[config.mk]
export PLATFORM = sky130hd
export DESIGN_NAME = uart_rx_buffered
export DESIGN_NICKNAME = d
export VERILOG_FILES = /design/src/rtl/uart_rx_buffered_pkg.sv /design/src/rtl/uart_rx_fifo.sv /design/src/rtl/uart_rx_buffered.sv
export SDC_FILE = /design/constraint.sdc
export NUM_CORES = 1
export LEC_CHECK = 0
export ABC_AREA = 0
export BUFFER_PORTS_ARGS = -buffer_cell sky130_fd_sc_hd__buf_2
export CORE_AREA = 2 2 112 114
export CTS_CLUSTER_DIAMETER = 100
export DETAILED_ROUTE_END_ITERATION = 6
export DIE_AREA = 0 0 114 116
export GPL_TIMING_DRIVEN = 0
export HOLD_SLACK_MARGIN = 0.03
export PLACE_DENSITY = 0.43
export SYNTH_ARGS = -nofsm -noshare
export SYNTH_HDL_FRONTEND = slang
export SYNTH_SLANG_ARGS = --single-unit
export TNS_END_PERCENT = 5
[constraint.sdc]
create_clock -name clk -period 3.04 [get_ports clk]
set_input_delay 0.152 -clock clk [delete_from_list [all_inputs] [get_ports clk]]
set_output_delay 0.152 -clock clk [all_outputs]
set_load 0.01 [all_outputs]
[src/rtl/uart_rx_buffered_pkg.sv]
// rtl/uart_rx_buffered_pkg.sv - shared types and tick-divider math for the buffered UART receiver
package uart_rx_buffered_pkg;

    typedef enum logic [2:0] {
        ST_IDLE,
        ST_START,
        ST_DATA,
        ST_PARITY,
        ST_STOP,
        ST_WAIT_HIGH
    } rx_state_t;

    typedef struct packed {
        logic       parity_err;
        logic       frame_err;
        logic [7:0] data;
    } rx_entry_t;

    localparam int ENTRY_W = $bits(rx_entry_t);

    function automatic int calc_div(input int clock_rate, input int baud_rate, input int oversample);
        int d;
        d = clock_rate / (baud_rate * oversample);
        if (d < 1) begin
            d = 1;
        end
        return d;
    endfunction

endpackage

[src/rtl/uart_rx_fifo.sv]
// rtl/uart_rx_fifo.sv - first-word-fall-through receive FIFO; a write while full succeeds only alongside a pop
module uart_rx_fifo #(
    parameter int DEPTH = 4,
    parameter int WIDTH = 10
) (
    input  logic                     clk,
    input  logic                     reset,
    input  logic                     wr_en,
    input  logic [WIDTH-1:0]         wr_data,
    input  logic                     rd_ready,
    output logic                     rd_valid,
    output logic [WIDTH-1:0]         rd_data,
    output logic                     full,
    output logic [$clog2(DEPTH):0]   count
);
    localparam int AW = (DEPTH > 1) ? $clog2(DEPTH) : 1;
    localparam int CW = $clog2(DEPTH) + 1;
    localparam logic [AW-1:0] PTR_LAST = AW'(DEPTH - 1);

    logic [WIDTH-1:0] mem [DEPTH];
    logic [AW-1:0]    wr_ptr;
    logic [AW-1:0]    rd_ptr;
    logic [CW-1:0]    count_r;
    logic             push;
    logic             pop;

    assign rd_valid = (count_r != '0);
    assign full     = (count_r == CW'(DEPTH));
    assign pop      = rd_ready && rd_valid;
    assign push     = wr_en && (!full || pop);
    assign rd_data  = mem[rd_ptr];
    assign count    = count_r;

    // Storage carries no reset; the top gates the head with rd_valid.
    always_ff @(posedge clk) begin
        if (push) begin
            mem[wr_ptr] <= wr_data;
        end
    end

    always_ff @(posedge clk or posedge reset) begin
        if (reset) begin
            wr_ptr  <= '0;
            rd_ptr  <= '0;
            count_r <= '0;
        end else begin
            if (push) begin
                wr_ptr <= (wr_ptr == PTR_LAST) ? '0 : wr_ptr + AW'(1);
            end
            if (pop) begin
                rd_ptr <= (rd_ptr == PTR_LAST) ? '0 : rd_ptr + AW'(1);
            end
            if (push && !pop) begin
                count_r <= count_r + CW'(1);
            end else if (pop && !push) begin
                count_r <= count_r - CW'(1);
            end
        end
    end

endmodule

[src/rtl/uart_rx_buffered.sv]
// rtl/uart_rx_buffered.sv - oversampling UART receiver with majority voting and a buffered output
module uart_rx_buffered
    import uart_rx_buffered_pkg::*;
#(
    parameter int CLOCK_RATE    = 1_600_000,
    parameter int BAUD_RATE     = 100_000,
    parameter int RX_OVERSAMPLE = 16,
    parameter int PARITY_EN     = 0,
    parameter int FIFO_DEPTH    = 4
) (
    input  logic                          clk,
    input  logic                          reset,
    input  logic                          i_Rx_Data,
    input  logic                          i_Rd_Ready,
    input  logic                          i_Clear_Err,
    output logic                          o_Rx_Valid,
    output logic [7:0]                    o_Rx_Byte,
    output logic                          o_Frame_Err,
    output logic                          o_Parity_Err,
    output logic                          o_Overrun,
    output logic                          o_Rx_Busy,
    output logic [$clog2(FIFO_DEPTH):0]   o_Fifo_Count
);
    localparam int DIV = calc_div(CLOCK_RATE, BAUD_RATE, RX_OVERSAMPLE);
    localparam int DW  = (DIV > 1) ? $clog2(DIV) : 1;
    localparam int SW  = $clog2(RX_OVERSAMPLE);
    localparam logic [DW-1:0] DIV_LAST = DW'(DIV - 1);
    localparam logic [SW-1:0] CNT_LO   = SW'(RX_OVERSAMPLE / 2 - 1);
    localparam logic [SW-1:0] CNT_MID  = SW'(RX_OVERSAMPLE / 2);
    localparam logic [SW-1:0] CNT_HI   = SW'(RX_OVERSAMPLE / 2 + 1);
    localparam logic [SW-1:0] CNT_LAST = SW'(RX_OVERSAMPLE - 1);

    logic            sync_meta;
    logic            rx_s;
    logic [DW-1:0]   div_cnt;
    logic            tick;
    rx_state_t       state;
    rx_state_t       state_next;
    logic [SW-1:0]   samp_cnt;
    logic [2:0]      bit_cnt;
    logic [7:0]      shreg;
    logic            samp_lo;
    logic            samp_mid;
    logic            par_bit;
    logic            maj;
    logic            maj_tick;
    logic            end_tick;
    logic            busy;
    logic            fifo_wr;
    rx_entry_t       wr_entry;
    rx_entry_t       head;
    logic [ENTRY_W-1:0] wr_bits;
    logic [ENTRY_W-1:0] head_bits;
    logic            fifo_valid;
    logic            fifo_full;
    logic            overrun;
    logic            drop;

    always_ff @(posedge clk or posedge reset) begin
        if (reset) begin
            sync_meta <= 1'b1;
            rx_s      <= 1'b1;
        end else begin
            sync_meta <= i_Rx_Data;
            rx_s      <= sync_meta;
        end
    end

    assign tick = (div_cnt == DIV_LAST);

    always_ff @(posedge clk or posedge reset) begin
        if (reset) begin
            div_cnt <= '0;
        end else if (tick) begin
            div_cnt <= '0;
        end else begin
            div_cnt <= div_cnt + DW'(1);
        end
    end

    // The two earlier samples are held so the vote completes on the third.
    assign maj      = (samp_lo & samp_mid) | (samp_lo & rx_s) | (samp_mid & rx_s);
    assign maj_tick = tick && (samp_cnt == CNT_HI);
    assign end_tick = tick && (samp_cnt == CNT_LAST);

    always_ff @(posedge clk or posedge reset) begin
        if (reset) begin
            state <= ST_IDLE;
        end else begin
            state <= state_next;
        end
    end

    always_comb begin
        state_next = state;
        case (state)
            ST_IDLE:      if (tick && !rx_s) state_next = ST_START;
            ST_START: begin
                if (maj_tick && maj) begin
                    state_next = ST_IDLE;
                end else if (end_tick) begin
                    state_next = ST_DATA;
                end
            end
            ST_DATA: begin
                if (end_tick && bit_cnt == 3'd7) begin
                    state_next = (PARITY_EN != 0) ? ST_PARITY : ST_STOP;
                end
            end
            ST_PARITY:    if (end_tick) state_next = ST_STOP;
            ST_STOP:      if (maj_tick) state_next = maj ? ST_IDLE : ST_WAIT_HIGH;
            ST_WAIT_HIGH: if (tick && rx_s) state_next = ST_IDLE;
            default:      state_next = ST_IDLE;
        endcase
    end

    always_comb begin
        busy     = (state != ST_IDLE);
        fifo_wr  = 1'b0;
        wr_entry = '0;
        if (state == ST_STOP && maj_tick) begin
            fifo_wr             = 1'b1;
            wr_entry.data       = shreg;
            wr_entry.frame_err  = ~maj;
            wr_entry.parity_err = (PARITY_EN != 0) && ((^shreg) ^ par_bit);
        end
    end

    always_ff @(posedge clk or posedge reset) begin
        if (reset) begin
            samp_cnt <= '0;
            bit_cnt  <= '0;
            shreg    <= '0;
            samp_lo  <= 1'b1;
            samp_mid <= 1'b1;
            par_bit  <= 1'b0;
        end else if (tick) begin
            if (state == ST_IDLE || samp_cnt == CNT_LAST) begin
                samp_cnt <= '0;
            end else begin
                samp_cnt <= samp_cnt + SW'(1);
            end
            if (samp_cnt == CNT_LO) samp_lo <= rx_s;
            if (samp_cnt == CNT_MID) samp_mid <= rx_s;
            if (state == ST_START) bit_cnt <= '0;
            if (state == ST_DATA && samp_cnt == CNT_HI) shreg <= {maj, shreg[7:1]};
            if (state == ST_DATA && samp_cnt == CNT_LAST) bit_cnt <= bit_cnt + 3'd1;
            if (state == ST_PARITY && samp_cnt == CNT_HI) par_bit <= maj;
        end
    end

    assign wr_bits = wr_entry;
    assign head    = head_bits;

    uart_rx_fifo #(
        .DEPTH (FIFO_DEPTH),
        .WIDTH (ENTRY_W)
    ) u_fifo (
        .clk      (clk),
        .reset    (reset),
        .wr_en    (fifo_wr),
        .wr_data  (wr_bits),
        .rd_ready (i_Rd_Ready),
        .rd_valid (fifo_valid),
        .rd_data  (head_bits),
        .full     (fifo_full),
        .count    (o_Fifo_Count)
    );

    // A full FIFO is never empty, so i_Rd_Ready alone tells whether a slot frees up.
    assign drop = fifo_wr && fifo_full && !i_Rd_Ready;

    always_ff @(posedge clk or posedge reset) begin
        if (reset) begin
            overrun <= 1'b0;
        end else if (drop) begin
            overrun <= 1'b1;
        end else if (i_Clear_Err) begin
            overrun <= 1'b0;
        end
    end

    assign o_Rx_Valid   = fifo_valid;
    assign o_Rx_Byte    = fifo_valid ? head.data : 8'h00;
    assign o_Frame_Err  = fifo_valid && head.frame_err;
    assign o_Parity_Err = fifo_valid && head.parity_err && (PARITY_EN != 0);
    assign o_Overrun    = overrun;
    assign o_Rx_Busy    = busy;

endmodule

== Yosys cells after proc, flatten, opt, wreduce, memory -nomap -nowiden ==
Memories as Yosys holds them, arrays and structs flattened.
Cells that the tools add are included.

* Output and inout bits: 16
* Bits in registers: 31
* RAM bits: 36
* Logic and storage cells: 105
* Input bits: 5
* Memories: 1

{| class="wikitable"
|+ Memory list
! memory !! depth !! width !! read ports !! clocked after memory_dff !! wr ports !! line !! text
|-
| u_fifo.mem || 4 || 9 || 1 || 0 || 1 || uart_rx_fifo.sv:20 || <nowiki>logic [WIDTH-1:0] mem [DEPTH];</nowiki>
|}

* Multiplexer cells: 24
* Bitwise operators: 7
* Reduce and logical (&&, ||, !) cells: 34
* Equality and inequality tests: 19
* $add $sub $neg: 7

{| class="wikitable"
|+ Operators by type and width
! kind !! number
|-
| $mux 3 || 12
|-
| $pmux 3 s6 || 1
|-
| $logic_and 1x1->1 || 16
|-
| $eq 3x3->1 const B || 4
|-
| $eq 4x4->1 const B || 3
|-
| $ne 2x2->1 const B || 5
|-
| $mux 9 || 1
|-
| $mux 8 || 1
|-
| $reduce_and 2->1 || 4
|-
| $add 3x1->3 const B || 2
|-
| $eq 3x2->1 const B || 2
|-
| $mux 1 || 6
|-
| $reduce_and 6->1 || 1
|-
| $reduce_bool 2->1 || 3
|-
| $reduce_bool 3->1 || 2
|-
| $logic_not 1->1 || 5
|-
| $add 2x1->2 const B || 2
|-
| $add 4x1->4 const B || 1
|-
| $eq 2x2->1 const B || 2
|-
| $eq 4x3->1 const B || 1
|-
| $mux 2 || 2
|-
| $mux 4 || 1
|-
| $and 1x1->1 || 3
|-
| $eq 3x1->1 const B || 1
|-
| 7 further kinds || 10
|}

== Depth between registers and ports, before layout ==
Gate-level depths: netlist of run 1.

* Word-level depth: 9
* Mapped depth: 11
* Gate-level depth less buffers: 11

== Cells and area by module ==
Synthesis of run 1 repeated with hierarchy kept, for this count alone.

* Cells, all modules: 209
* Area total of the unflattened synthesis: 3155.5 um^2

{| class="wikitable"
|+ By module, submodules not included
! module !! area an instance (um^2) !! sequential area each (um^2) !! times used !! cells an instance
|-
| uart_rx_fifo || 1906.8 || 1376.3 || 1 || 90
|-
| uart_rx_buffered || 1248.7 || 580.6 || 1 || 119
|}

== Worst setup path after synthesis of run 1 ==
OpenSTA, ideal clock, no wires.

* Path type: register -> register
* From: reg samp_cnt[1]
* To: reg u_fifo.count_r[2] (netlist: u_fifo.count[2])
* Arrival time: 2.183 ns
* Setup time: 0.079 ns
* Slack: 0.778 ns
* Period minus slack after synthesis: 2.262 ns
* Path buffers: 0
* Data required time: 2.961 ns
* Cell stages (with the launch flop): 12
* Cell sequence: dfrtp_1 -> inv_1 -> ha_1 -> nand3b_1 -> or3_4 -> nor2_4 -> ha_1 -> inv_1 -> fa_1 -> xor2_1 -> nor2_1 -> xor2_1

* Longest elaborated chain between the ends: 8
* Elaborated cells between the ends (all ways): 10
* Classes of those cells: eq/ne: 1; mux: 2; reduce/logical: 7

{| class="wikitable"
|+ RTL lines
! item !! line !! text
|-
| from (decl) || uart_rx_buffered.sv:39 || <nowiki>logic [SW-1:0] samp_cnt;</nowiki>
|-
| from (signal assigned) || uart_rx_buffered.sv:141 || <nowiki>samp_cnt <= samp_cnt + SW'(1);</nowiki>
|-
| $eq 4x4->1 (*) || - ||
|-
| $logic_and 1x1->1 (*) || uart_rx_buffered.sv:83 || <nowiki>assign maj_tick = tick && (samp_cnt == CNT_HI);</nowiki>
|-
| $logic_and 1x1->1 (*) || uart_rx_buffered.sv:121 || <nowiki>if (state == ST_STOP && maj_tick) begin</nowiki>
|-
| $mux 1 (*) || uart_rx_buffered.sv:121 ||
|-
| $logic_and 1x1->1 (*) || uart_rx_fifo.sv:30 || <nowiki>assign push = wr_en && (!full || pop);</nowiki>
|-
| named net u_fifo.push || uart_rx_fifo.sv:24 || <nowiki>logic push;</nowiki>
|-
| $logic_not 1->1 || uart_rx_fifo.sv:55 || <nowiki>end else if (pop && !push) begin</nowiki>
|-
| $logic_and 1x1->1 || uart_rx_fifo.sv:55 ||
|-
| $reduce_bool 2->1 (no source line) || - ||
|-
| to (signal assigned) || uart_rx_fifo.sv:54 || <nowiki>count_r <= count_r + CW'(1);</nowiki>
|-
| to (signal assigned) || uart_rx_fifo.sv:56 || <nowiki>count_r <= count_r - CW'(1);</nowiki>
|-
| to (decl) || uart_rx_fifo.sv:23 || <nowiki>logic [CW-1:0] count_r;</nowiki>
|}

The timed path passes the listed nets; every way through them passes the cells marked *.
A chain may end at the register's enable or synchronous reset.

== Worst setup path after layout of run 1 ==
Ends and elaborated chain as after synthesis.

==> results.toml, run 1 <==
[outcome]
outcome = "finished clean"

[timing]
finalHoldViolations = 0
finalMaxSlewViolations = 0
rsz0062_at_grt = "no"
tns_ns = 0
slew-limit-headroom_pct = 42.14
setup-violations-final = 0
max_freq_mhz = 405.1
timing.final.crit_share_pct = 81.19
tightest_slew_ns = 0.8613
skew_ns = 0.003616
fin_crit_ns = 2.468

[synthesis]
synthXorXnorAreaFrac_pct = 1.484
synth_top_area_cell = "edfxtp_1"
synthTopCellsByArea = "edfxtp_1 37%, dfrtp_1 22%, mux4_2 6.9%"
synthSimpleGateAreaFrac_pct = 11.74
seq_area_frac_synth_pct = 62.23
synth_mux_area_share_pct = 12.21
synth-edff-count = 36
yosysMostFrequentCell = "edfxtp_1"
synth_cells = 201
synth.avg_cell_area_um2 = 14.68
yosys-top-cells-count = "36 x edfxtp_1, 26 x dfrtp_1, 22 x and2_1"
synth_warnings = 0
synth_area_um2 = 2952
ys_ff_latch = 66
synthArstFlopShare_pct = 45.45
synth_ff_type = "edfxtp_1"
synth_cell_types = 38
synth_compound_area_share_pct = 4.790
synth_nets = 218
synth.top_cell.area_share_pct = 36.63
synth_top_family_by_area = "multiplexers"
synth_fa_ha_area_share_pct = 5.341

[global_routing]
antenna_found_initial = 0
grt_pass1_vias = 1655
grt_max_degree = 31
grt_pass1_wl_um = 8597
grt_overflow = 0
track_usage_pct = 8.637

[clock_tree]
cts_tree = "done"
cts_num_sinks = 66
postCtsResizedCells = 0
clkLatencyLatePin_ns = 0.33
cts_setup_buffers = 0
holdBufCountCts = 2
htreeDepth = 3
cts_buffers = 9
cts_buffer_depth = 2
path_clk_slew_ns = 0.06
cts_root_buffer = "clkbuf_16"

[flow_run]
max-cap-violations = 0

[die]
coreArea_um2 = 11910
die_w_um = 114
die_area_um2 = 13220
row_count = 40
boundaryPins = 21
initial_core_util_pct = 24.78
fp.dieH_um = 116

[detailed_routing]
drcViolationCount = 0
wl_per_cell_um = 13.44
via_per_inst = 4.238
antenna_left = 0
drt_pass1_iterations = 4
drt_wl_total_um = 5201
drt_iter0_drc = 50
vias = 1640

[layout]
layout.cells.non_filler = 387
final_util_pct = 30.15
layout.nets = 252
diodes = 0
drive_above_1_share_pct = 23.33
area_growth_pct = 21.66
nFillCells = 1203

[critical_path]
worstPathRequired_ns = 3.29
critPathKind = "reg2reg"
start_kind = "register"
crit_path_max_fanout = 7
cp.arrival_ns = 2.72
end_kind = "register"

[power]
p_leak_nw = 1.506
irDropWorstVdd_mv = 0.3330
power_density_nw_per_um2 = 804.3

[placed_design]
hpwlAfterDp_um = 3536
numPortBuffers = 19
gp_congestion = 0.7178
dp.cells = 367

[hold_path]
min_path_type = "in2reg"
## layout make-up
type                            instances  area [um^2]  share of cell area (%)
Sequential cell                        66         1837                   51.15
Multi-Input combinational cell        120         1054                   29.34
Clock buffer                            9        225.2                   6.272
Tap cell                              147        183.9                   5.122
Timing Repair Buffer                   23        152.6                   4.251
Clock inverter                          7        77.57                   2.160
Buffer                                  7        31.28                  0.8711
Inverter                                8        30.03                  0.8362
## per-layer routing
| layer | vias up | wire (um) | global-route usage [%] |
|---|---|---|---|
| met5 | - | 0 | 0 |
| met4 | 0 | 64 | 3.171 |
| met3 | 7 | 172 | 3.033 |
| met2 | 25 | 2522 | 13.61 |
| met1 | 800 | 2442 | 11.03 |
| li1 | 808 | - | - |
## per-stage QoR
step           worst slack, ns  hold WS, ns  total power, mW  instance area (um^2)
6_report                0.5717       0.1567            2.888                  3591
5_1_grt                 0.3806       0.1835            3.074                  3591
4_1_cts                 0.5343       0.1483            2.952                  3553
3_5_place_dp            0.5253       0.2583            1.888                  3231
3_3_place_gp            0.5877       0.2597            1.889                  3231
2_1_floorplan           0.7776       0.1565            1.661                  2952
## kinds of logic after synthesis
kind of cell	count (synthesis)
fa+ha+maj	12
compound gates	21
flops	66
mux	23
xor+xnor	5
buf+inv	15
other cells	1
simple gates	58
## registers in the layout, summed over array words and instances (netlist names), 2 cells and up
signal,cells
u_fifo.count,3
state,3
samp_cnt,4
shreg,8
u_fifo.mem,36
u_fifo.rd_ptr,2
bit_cnt,3
u_fifo.wr_ptr,2
## power breakdown
part / switching (mW) / internal, mW / total [mW]
Clock: 0.397 / 0.640 / 1.04
Combinational: 0.355 / 0.350 / 0.706
Sequential: 0.105 / 1.04 / 1.15
Total: 0.858 / 2.03 / 2.89
## path summary, 6_finish.rpt
| check | end | cells after the start | slack [ns] | start |
|---|---|---|---|---|
| hold reg to reg | rx_s$_DFF_PP1_ | 0 | 0.36 | sync_meta$_DFF_PP1_ |
| setup reg to reg | u_fifo.count[2]$_DFFE_PP0P_ | 11 | 0.57 | samp_cnt[1]$_DFF_PP0_ |
| max in group asynchronous | rx_s$_DFF_PP1_ | 4 | 2.20 | reset |
| setup / recovery | u_fifo.count[2]$_DFFE_PP0P_ | 11 | 0.57 | samp_cnt[1]$_DFF_PP0_ |
| hold / removal | o_Overrun$_DFFE_PP0P_ | 4 | 0.16 | i_Rd_Ready |
| min in group asynchronous | samp_cnt[1]$_DFF_PP0_ | 3 | 0.34 | reset |
## worst max-delay path, stage by stage (launching register included)
cell and delay, ns:
dfrtp_1 0.39, inv_1 0.08, ha_1 0.17, nand3b_1 0.14, or3_4 0.38, nor2_4 0.19
ha_1 0.20, inv_1 0.06, fa_1 0.37, xor2_1 0.15, nor2_1 0.11, xor2_1 0.16
## cell usage in the layout (no fill, tap or decap), types with 4 or more instances in the layout
master,synthesis,layout
buf_2,1,20
clkbuf_1,5,5
o21ai_1,4,4
and2_1,22,22
clkbuf_16,0,9
nand2_1,5,5
nor2_1,9,9
mux2_1,13,13
ha_1,11,11
dfstp_2,4,4
a21oi_1,6,6
dfrtp_1,26,26
xor2_1,4,4
inv_1,8,7
nor3_1,5,5
mux4_2,9,9
a22o_1,5,5
edfxtp_1,36,36
(Power assumes the default switching activity.)
==> run 2: changes to the inputs <==
--- a/config.mk
+++ b/config.mk
@@ -5,12 +5,12 @@
 export SDC_FILE = /design/constraint.sdc
 export NUM_CORES = 1
 export LEC_CHECK = 0
-export ABC_AREA = 0
+export ABC_AREA = 1
 export BUFFER_PORTS_ARGS = -buffer_cell sky130_fd_sc_hd__buf_2
-export CORE_AREA = 2 2 112 114
+export CORE_AREA = 2 2 114 116
 export CTS_CLUSTER_DIAMETER = 100
 export DETAILED_ROUTE_END_ITERATION = 6
-export DIE_AREA = 0 0 114 116
+export DIE_AREA = 0 0 116 118
 export GPL_TIMING_DRIVEN = 0
 export HOLD_SLACK_MARGIN = 0.03
 export PLACE_DENSITY = 0.43
==> constraint.sdc (replaced) <==
create_clock -name clk -period 2.4 [get_ports clk]
set_input_delay 0.12 -clock clk [delete_from_list [all_inputs] [get_ports clk]]
set_output_delay 0.12 -clock clk [all_outputs]
set_load 0.01 [all_outputs]
==> results.toml, run 2 <==
[die]
boundaryPins = 21
die_area_um2 = 13690
row_count = 41
coreArea_um2 = 12410
die_w_um = 116
initial_core_util_pct = 24.61
fp.dieH_um = 118

[synthesis]
synth_area_um2 = 3055
synth_cells = 301
synthArstFlopShare_pct = 45.45
synth_top_area_cell = "edfxtp_1"
synth_cell_types = 31
synth_ff_type = "edfxtp_1"
ys_ff_latch = 66
synth-edff-count = 36
synth.top_cell.area_share_pct = 35.38
synth.avg_cell_area_um2 = 10.15
synth_nets = 318
synth_warnings = 0
yosys-top-cells-count = "59 x nor2_1, 43 x nand2_1, 36 x edfxtp_1"
seq_area_frac_synth_pct = 60.11
yosysMostFrequentCell = "nor2_1"
synthTopCellsByArea = "edfxtp_1 35%, dfrtp_1 21%, nor2_1 7.2%"

[placed_design]
hpwlAfterDp_um = 4157
postPlaceCellArea_um2 = 3366
gp_congestion = 0.7489
numPortBuffers = 19

[clock_tree]
clkLatencyLatePin_ns = 0.33
cts_buffers = 9
cts_setup_buffers = 0
htreeDepth = 3
cts_tree = "done"
cts_num_sinks = 66
path_clk_slew_ns = 0.06
cts_buffer_depth = 2
cts_root_buffer = "clkbuf_16"

[timing]
finalMaxSlewViolations = 0
timing.final.crit_share_pct = 93.59
skew_ns = 0.01312
tightest_slew_ns = 0.9588
fin_hold_ws_ns = 0.2005
finalHoldViolations = 0
slew-limit-headroom_pct = 35.85
setup-violations-final = 0
rsz0062_at_grt = "no"
max_freq_mhz = 445.2
fin_crit_ns = 2.246

[layout]
layout.nets = 352
final_area_um2 = 3775
mostFrequentLayoutCell = "nor2_1"
diodes = 0
final_util_pct = 30.41
drive_above_1_share_pct = 21.47
max_flop_register = "u_fifo.mem"
area_growth_pct = 23.55
largest_register_ffs = 36
reg_top3 = "u_fifo.mem: 36 flops, shreg: 8 flops, samp_cnt: 4 flops"
final_cell_mix = "57 x nor2_1, 43 x nand2_1, 36 x edfxtp_1"

[detailed_routing]
drt_iter0_drc = 103
antenna_left = 0
drcViolationCount = 0
vias = 2080
wl_per_cell_um = 12.26
via_per_inst = 4.063
drt_wl_total_um = 6275
drt_pass1_iterations = 6

[global_routing]
grt_pass1_vias = 2065
grt_max_degree = 31
use_met3_pct = 3.296
grt.busiest_layer = "met2"
grt_overflow = 0
grtUsageMet2_pct = 16.41
use_met1_pct = 12.55
track_usage_pct = 10.11
grt_pass1_wl_um = 10590
antenna_found_initial = 0

[outcome]
outcome = "finished clean"

[flow_run]
max-cap-violations = 0

[critical_path]
cp.arrival_ns = 2.45
crit_family = "adder cells"
critPathKind = "reg2reg"
start_kind = "register"
crit_path_max_fanout = 10
path_buf_inv = 4
crit_top_cell = "ha_1"
slowest_delay_ns = 0.44
end_kind = "register"
worstPathRequired_ns = 2.61
reg2reg_to = "u_fifo.count[1]$_DFFE_PP0P_"
cp_cell_sequence = "ha_1, nand3_2, inv_4, nand2_8, inv_2, nand2_4, clkinv_4, ha_1, inv_1, fa_2, mux2_2"
cp_slowest_cell = "fa_2"
reg2reg_from = "samp_cnt[0]$_DFF_PP0_"
r2r_cells = 11
ff2ff_setup_slack_ns = 0.15
crit_cells = 11

[power]
irDropWorstVdd_mv = 0.3585
p_leak_nw = 1.527
power_density_nw_per_um2 = 1016
finalPower_mw = 3.834

[hold_path]
min_path_type = "in2reg"
holdPathEnd = "u_fifo.rd_ptr[0]$_DFFE_PP0P_"
worstHoldPathCells = 5
worstHoldStart = "i_Rd_Ready"
## run 2: timing repair
action,in CTS,in global routing
resized for setup,2,6
endpoints found under the hold margin,2,12
pin swaps,0,1
setup endpoints to repair,1,19
hold buffers,2,1
## run 2: per-stage QoR
stage	setup slack, ns	setup TNS, ns	cells
6_report	0.1539	0	512
2_1_floorplan	0.2257	0	301
3_3_place_gp	-0.1275	-0.1275	492
3_5_place_dp	-0.1484	-0.1484	492
4_1_cts	0.05550	0	510
5_1_grt	0.0008340	0	512
## run 2: power by group
group	internal (mW)	switching, mW
clock	0.918	0.499
sequential	1.29	0.0965
combinational	0.379	0.656
## run 2: worst max-delay path by stage
stage,from,end,slack (ns)
6_report,samp_cnt[0]$_DFF_PP0_,u_fifo.count[1]$_DFFE_PP0P_,0.15
5_1_grt,u_fifo.count[0]$_DFFE_PP0P_,u_fifo.count[1]$_DFFE_PP0P_,0.0008
4_1_cts,samp_cnt[1]$_DFF_PP0_,u_fifo.count[2]$_DFFE_PP0P_,0.06
3_5_place_dp,u_fifo.count[0]$_DFFE_PP0P_,u_fifo.count[1]$_DFFE_PP0P_,-0.15
3_3_place_gp,u_fifo.count[0]$_DFFE_PP0P_,u_fifo.count[1]$_DFFE_PP0P_,-0.13
2_1_floorplan,u_fifo.count[0]$_DFFE_PP0P_,u_fifo.count[1]$_DFFE_PP0P_,0.23
## run 2: area by class of cell
class,instances,area (um^2)
Clock buffer,9,225.2
Sequential cell,66,1837
Clock inverter,7,100.1
Buffer,6,37.54
Inverter,37,147.6
Timing Repair Buffer,23,152.6
Fill cell,1313,8640
Multi-Input combinational cell,192,1060
Tap cell,172,215.2
## run 2: logic make-up (layout without fill, tap and decap cells)
family / Yosys count / after routing / share of synthesized area, %
AOI/OAI and AO/OA: 47 / 47 / 8.846
xor gates and xnor gates: 4 / 4 / 1.147
adders and majority gates: 12 / 12 / 5.160
buffers and inverters: 43 / 82 / 5.937
DFF: 66 / 66 / 60.11
muxes: 1 / 1 / 0.3685
other: 1 / 1 / 0.1227
and+or+nand+nor: 127 / 127 / 18.30
## run 2: metal layers
| metal | part of all wire, % | vias up |
|---|---|---|
| li1 | - | 1055 |
| met1 | 45 | 973 |
| met5 | 0 | - |
| met4 | 1.1 | 0 |
| met2 | 49 | 46 |
| met3 | 5.3 | 6 |
## run 2: worst register-to-register path, cell delays in order (launching register included)
cell      delay, ns
dfrtp_1        0.42
ha_1           0.23
nand3_2        0.11
inv_4          0.07
nand2_8        0.10
inv_2          0.05
nand2_4        0.09
clkinv_4       0.08
ha_1           0.18
inv_1          0.10
fa_2           0.44
mux2_2         0.27
